===== src/rtl/clk_div_prog.sv =====
// Runtime-programmable integer clock divider with glitch-free divisor reload.
// Produces a near-50% clk_out waveform and a period-start tick strobe.
module clk_div_prog #(
    parameter int DIV_W   = 16,
    parameter int DIV_RST = 5
) (
    input  logic             clk_in,
    input  logic             rst,
    input  logic             en,
    input  logic             div_load,
    input  logic [DIV_W-1:0] div_in,
    output logic             clk_out,
    output logic             tick,
    output logic             upd_pend,
    output logic             running
);

    typedef enum logic {
        IDLE,
        RUN
    } state_t;

    localparam logic [DIV_W-1:0] DIV_RST_V =
        (DIV_RST == 0) ? DIV_W'(1) : DIV_W'(DIV_RST);

    state_t           state;
    logic [DIV_W-1:0] cnt;
    logic [DIV_W-1:0] div_act;
    logic [DIV_W-1:0] div_nxt;
    logic [DIV_W-1:0] div_in_fix;
    logic [DIV_W:0]   half;
    logic [DIV_W:0]   cnt_inc;
    logic             wrap;

    // One extra bit keeps half and cnt+1 exact at the largest divisor.
    always_comb begin
        div_in_fix = (div_in == '0) ? DIV_W'(1) : div_in;
        wrap       = (cnt == div_act - DIV_W'(1));
        half       = ({1'b0, div_act} + (DIV_W+1)'(1)) >> 1;
        cnt_inc    = {1'b0, cnt} + (DIV_W+1)'(1);
    end

    assign running = (state == RUN);

    always_ff @(posedge clk_in or posedge rst) begin
        if (rst) begin
            state    <= IDLE;
            cnt      <= '0;
            div_act  <= DIV_RST_V;
            div_nxt  <= DIV_RST_V;
            upd_pend <= 1'b0;
            clk_out  <= 1'b0;
            tick     <= 1'b0;
        end else begin
            unique case (state)
                IDLE: begin
                    cnt      <= '0;
                    upd_pend <= 1'b0;
                    if (div_load)
                        div_act <= div_in_fix;
                    if (en) begin
                        state   <= RUN;
                        clk_out <= 1'b1;
                        tick    <= 1'b1;
                    end else begin
                        clk_out <= 1'b0;
                        tick    <= 1'b0;
                    end
                end
                RUN: begin
                    if (!en) begin
                        state    <= IDLE;
                        cnt      <= '0;
                        clk_out  <= 1'b0;
                        tick     <= 1'b0;
                        upd_pend <= 1'b0;
                        // A pending divisor is committed rather than lost on exit.
                        if (div_load)
                            div_act <= div_in_fix;
                        else if (upd_pend)
                            div_act <= div_nxt;
                    end else if (wrap) begin
                        cnt      <= '0;
                        tick     <= 1'b1;
                        clk_out  <= 1'b1;
                        upd_pend <= 1'b0;
                        if (div_load)
                            div_act <= div_in_fix;
                        else if (upd_pend)
                            div_act <= div_nxt;
                    end else begin
                        cnt     <= cnt_inc[DIV_W-1:0];
                        tick    <= 1'b0;
                        clk_out <= (cnt_inc < half);
                        if (div_load) begin
                            div_nxt  <= div_in_fix;
                            upd_pend <= 1'b1;
                        end
                    end
                end
                default: state <= IDLE;
            endcase
        end
    end

endmodule


===== config.mk =====
export PLATFORM = sky130hd
export DESIGN_NAME = clk_div_prog
export DESIGN_NICKNAME = d
export VERILOG_FILES = /design/src/rtl/clk_div_prog.sv
export SDC_FILE = /design/constraint.sdc
export NUM_CORES = 1
export LEC_CHECK = 0
export BUFFER_PORTS_ARGS = -buffer_cell sky130_fd_sc_hd__buf_2
export CAP_MARGIN = 0
export CORE_MARGIN = 3
export CORE_UTILIZATION = 42
export DETAILED_ROUTE_END_ITERATION = 8
export PLACE_DENSITY = 0.7
export REMOVE_ABC_BUFFERS = 1
export SLEW_MARGIN = 20
export SYNTH_ARGS = -nofsm -noshare
export SYNTH_HDL_FRONTEND = slang
export SYNTH_SLANG_ARGS = --single-unit

===== constraint.sdc =====
create_clock -name clk_in -period 4.5 [get_ports clk_in]
set_input_delay 0.9 -clock clk_in [delete_from_list [all_inputs] [get_ports clk_in]]
set_output_delay 0.9 -clock clk_in [all_outputs]
set_load 0.005 [all_outputs]

# [Word-level counts from Yosys, hierarchy flattened]
# Cells that the tools add are included.
[op_classes] n_addsub=3 order_cmp=1 n_eq_ne=4 muxes=21 bitwise=2 n_reduce_logical=3
[ops] cell="$mux 16" n=8
[ops] cell="$pmux 16 s2" n=2
[ops] cell="$add 16x1->17 const B" n=2
[ops] cell="$lt 17x16->1" n=1
[ops] cell="$eq 16x16->1" n=1
[ops] cell="$logic_not 16->1" n=1
[ops] cell="$sub 16x1->16 const B" n=1
[ops] cell="$mux 1" n=8
[ops] cell="$pmux 1 s2" n=3
[ops] cell="$ne 4x3->1 const B" n=1
[ops] cell="$reduce_and 4->1" n=1
[ops] cell="$ne 3x2->1 const B" n=1
[ops] cell="$ne 2x2->1 const B" n=1
[ops] cell="$not 1->1" n=2
[ops] cell="$reduce_and 2->1" n=1
[totals] reg_bits=52 in_bits=20 output_inout_bits=4 wordCells=41

# [Depth between registers and ports, before layout]
[logic_depth] ltp_word=6 mapped_depth=14 depth_no_buf=13

# [Least setup slack after synthesis]
# OpenSTA, ideal clock, no wires.
[synth_path] path_kind="flip-flop to flip-flop" start="register div_act[1]" end="register div_nxt[1]" setup_ps=125 arrival_time_ps=3291 required_ps=4375 setup_slack_ps=1084 stages_incl_launch_ff=14 path_buffers=4 synth_period_minus_slack_ps=3416 path_cell_list="dfrtp_1 > clkbuf_1 > inv_1 > ha_1 > clkbuf_1 > or3b_2 > clkbuf_1 > a21oi_1 > a2111oi_0 > o32ai_1 > nor4_4 > nor3b_2 > buf_6 > mux2_4"
[synth_between] elab_chain_len=4
[synth_lines] element="start, declared" line="28" text="logic [DIV_W-1:0] div_act;"
[synth_lines] element="start signal, assigned" line="60" text="div_act <= div_in_fix;"
[synth_lines] element="start signal, assigned" line="79" text="div_act <= div_in_fix;"
[synth_lines] element="start signal, assigned" line="81" text="div_act <= div_nxt;"
[synth_lines] element="$sub 16x1->16" line="38" text="wrap = (cnt == div_act - DIV_W'(1));"
[synth_lines] element="$eq 16x16->1" line="38"
[synth_lines] element="$not 1->1 (no source line)"
[synth_lines] element="$reduce_and 4->1 (no source line)"
[synth_lines] element="end signal, assigned" line="96" text="div_nxt <= div_in_fix;"
[synth_lines] element="end, declared" line="29" text="logic [DIV_W-1:0] div_nxt;"
# Every way passes these cells.
# A chain may end at the register's enable or synchronous reset.

# [Worst setup path after layout]
[layout_path] start="register div_act[1]" end="register div_nxt[6]"
# The elaborated chain is that of the path after synthesis.

==> metrics.txt <==
status=finished, final reports clean; Max Cap Viol=0; die area=10300 µm²; Vert. Die Dim=102 µm; fin util=46.5%; detailed-route wire length per cell=15.5 µm; Die X=102 µm; commonest non-fill, non-tap cell in the layout=dfrtp_1; CTS tree=built; DRC=0; num rows=34; crit path DAT=3700 ps; Final HPWL DP=6.03 mm; post-route cell area=4090 µm²; Via Count=3027; CP Max Fanout=35; Synth Instances=421; Routed WL=8.19 mm; Clock Latency Late Sink=310 ps; clock buffer depth=2; leakage power=0.00169 µW; Pwr Density=310 nW/µm²; top post-synthesis cells by area=dfrtp_1 31%, mux2_2 6.4%, xnor2_1 6.4%; Total Routing Usage GR=17.4%; Initial DRC Count=171; #FFs+latches synth=52; Worst-path clk slew=100 ps; asr flop ratio synth=100%; Post-synth EDFFs=0; vias in the first global route=2981; Overflow after GRT=0; count of antenna-violating nets left after detailed routing=0; Post-Syn Area=3840 µm²; first-pass GRT wire length=14.7 mm; FMAX=286 MHz; final slew viol count=0; period utilisation layout=77.7%; Setup crit end kind=flip-flop; Hold Crit Class=reg2reg; syn_area_per_cell=9.13 µm²; Placed Instance Area=3970 µm²; cts repair resizes=0; Synth top area share=31.2%; Core ar.=8810 µm²; Setup CP Type=reg2reg; Setup TNS Final=0 ps; worst vdd ir=0.176 mV; commonest cells after routing, fill and taps aside=48 x dfrtp_1, 39 x nor2_1, 28 x xnor2_1; CP required=4700 ps; Syn. warnings=0; r2r setup slk=1000 ps; cts bufs inserted=5; Root Driver=clkbuf_8; startpoint types=flip-flop; RSZ-0062 raised after global routing=false; H-tree depth=2; # Post-CTS Setup Buffers=0; ys flop type=dfrtp_1; largest net degree at the start of global routing=53; vias per cell=5.74; area leader, netlist=dfrtp_1; CTS Sinks=52; initial antenna violation count=0; antenna cells=0; cts hold-fix bufs=0; area delta synth->final=6.48%; post-layout min period=3500 ps; Ports=24; total iterations of the first detailed-routing run=4; worst-margin pin slew=896 ps; Setup-failing EPs final=0; Seq/Total Area, Yosys=34.0%; post-synthesis cell type count=54; Final GP Congestion=0.837; max_slew headroom=40.2%; Initial Util=43.7%; port buffer count=23; nets@finish=456; clk_skew=3.74 ps; layout cells sized above 1=18.6%; Hold Vio Cnt, Final=0
per-layer routing:
metal | wire length [µm] | vias up | share of wire, % | global-route usage, %
met5 | 0 | - | 0 | 0
met4 | 97 | 0 | 1.2 | 3.78
met3 | 219 | 9 | 2.7 | 2.13
met2 | 3920 | 56 | 48 | 28.9
met1 | 3950 | 1469 | 48 | 24.4
li1 | - | 1493 | - | -
final cells by class:
class	instances	area (µm²)
clock buffer	6	82.6
clock inverter	2	38.8
fill	819	4710
inverter	9	35.0
multi-input combinational	323	2350
sequential	52	1310
tap	108	135
timing repair buffer	27	145
cell usage after synthesis (5+ instances only):
master and number:
o22ai_1 15, mux2_2 22, mux2_4 10, nand3_1 16
a211oi_1 16, nor4_1 8, inv_1 9, buf_2 6
o21ai_0 5, ha_1 18, nand2_1 22, clkbuf_1 29
a21oi_1 8, dfrtp_1 48, nor2b_1 16, nor3_1 25
xnor2_1 28, nor2_1 39, nand4_1 5, xor2_1 23
sequential cells by signal, summed over array words and instances, names as in the netlist:
| name | cells |
|---|---|
| cnt | 16 |
| div_act | 16 |
| upd_pend | 1 |
| tick | 1 |
| clk_out | 1 |
| running | 1 |
| div_nxt | 16 |
critical path: stages (launching register included):
cell     delay (ps)
dfrtp_1         470
inv_1           110
ha_1            310
or3b_2          550
or3_1           340
a21oi_1         160
o32ai_1         140
nor4_4          290
buf_4           360
nor3b_2          90
buf_4           240
mux2_4          320
kinds of logic (layout without fill, tap and decap cells):
| kind of cell | after synthesis | in the layout | synth area share [%] |
|---|---|---|---|
| flip-flops | 52 | 52 | 34.0 |
| adder cells (fa/ha/maj) | 18 | 18 | 5.86 |
| buffers and inverters | 46 | 44 | 4.88 |
| AND/OR/NAND/NOR | 157 | 157 | 21.4 |
| multiplexers | 32 | 32 | 10.3 |
| AO/OA/AOI/OAI | 65 | 65 | 11.9 |
| XOR/XNOR | 51 | 51 | 11.6 |
per-stage QoR:
stage                     worst slack [ps]  hold slack, ps  std cells  total power [µW]
after floorplan                        657             475        384               838
after global placement                1100             484        519               913
after detailed placement              1030             494        519               924
after CTS                             1020             519        527              1280
after global routing                   735             541        527              1350
final                                 1000             517        527              1270
worst paths after layout:
path / cells past startpoint / to / startpoint
max: 11 / div_nxt[6]$_DFFE_PP0P_ / div_act[1]$_DFFE_PP0P_
min: 1 / div_nxt[10]$_DFFE_PP0P_ / div_nxt[10]$_DFFE_PP0P_
max reg2reg: 11 / div_nxt[6]$_DFFE_PP0P_ / div_act[1]$_DFFE_PP0P_
min reg2reg: 1 / div_nxt[10]$_DFFE_PP0P_ / div_nxt[10]$_DFFE_PP0P_
max in group asynchronous: 2 / cnt[8]$_DFF_PP0_ / rst
min in group asynchronous: 2 / div_nxt[3]$_DFFE_PP0P_ / rst
power breakdown:
group          internal (µW)  switching (µW)  total [µW]
combinational            159             149         308
clock                    182             169         351
sequential               525            83.9         609
(Power assumes the default switching activity.)
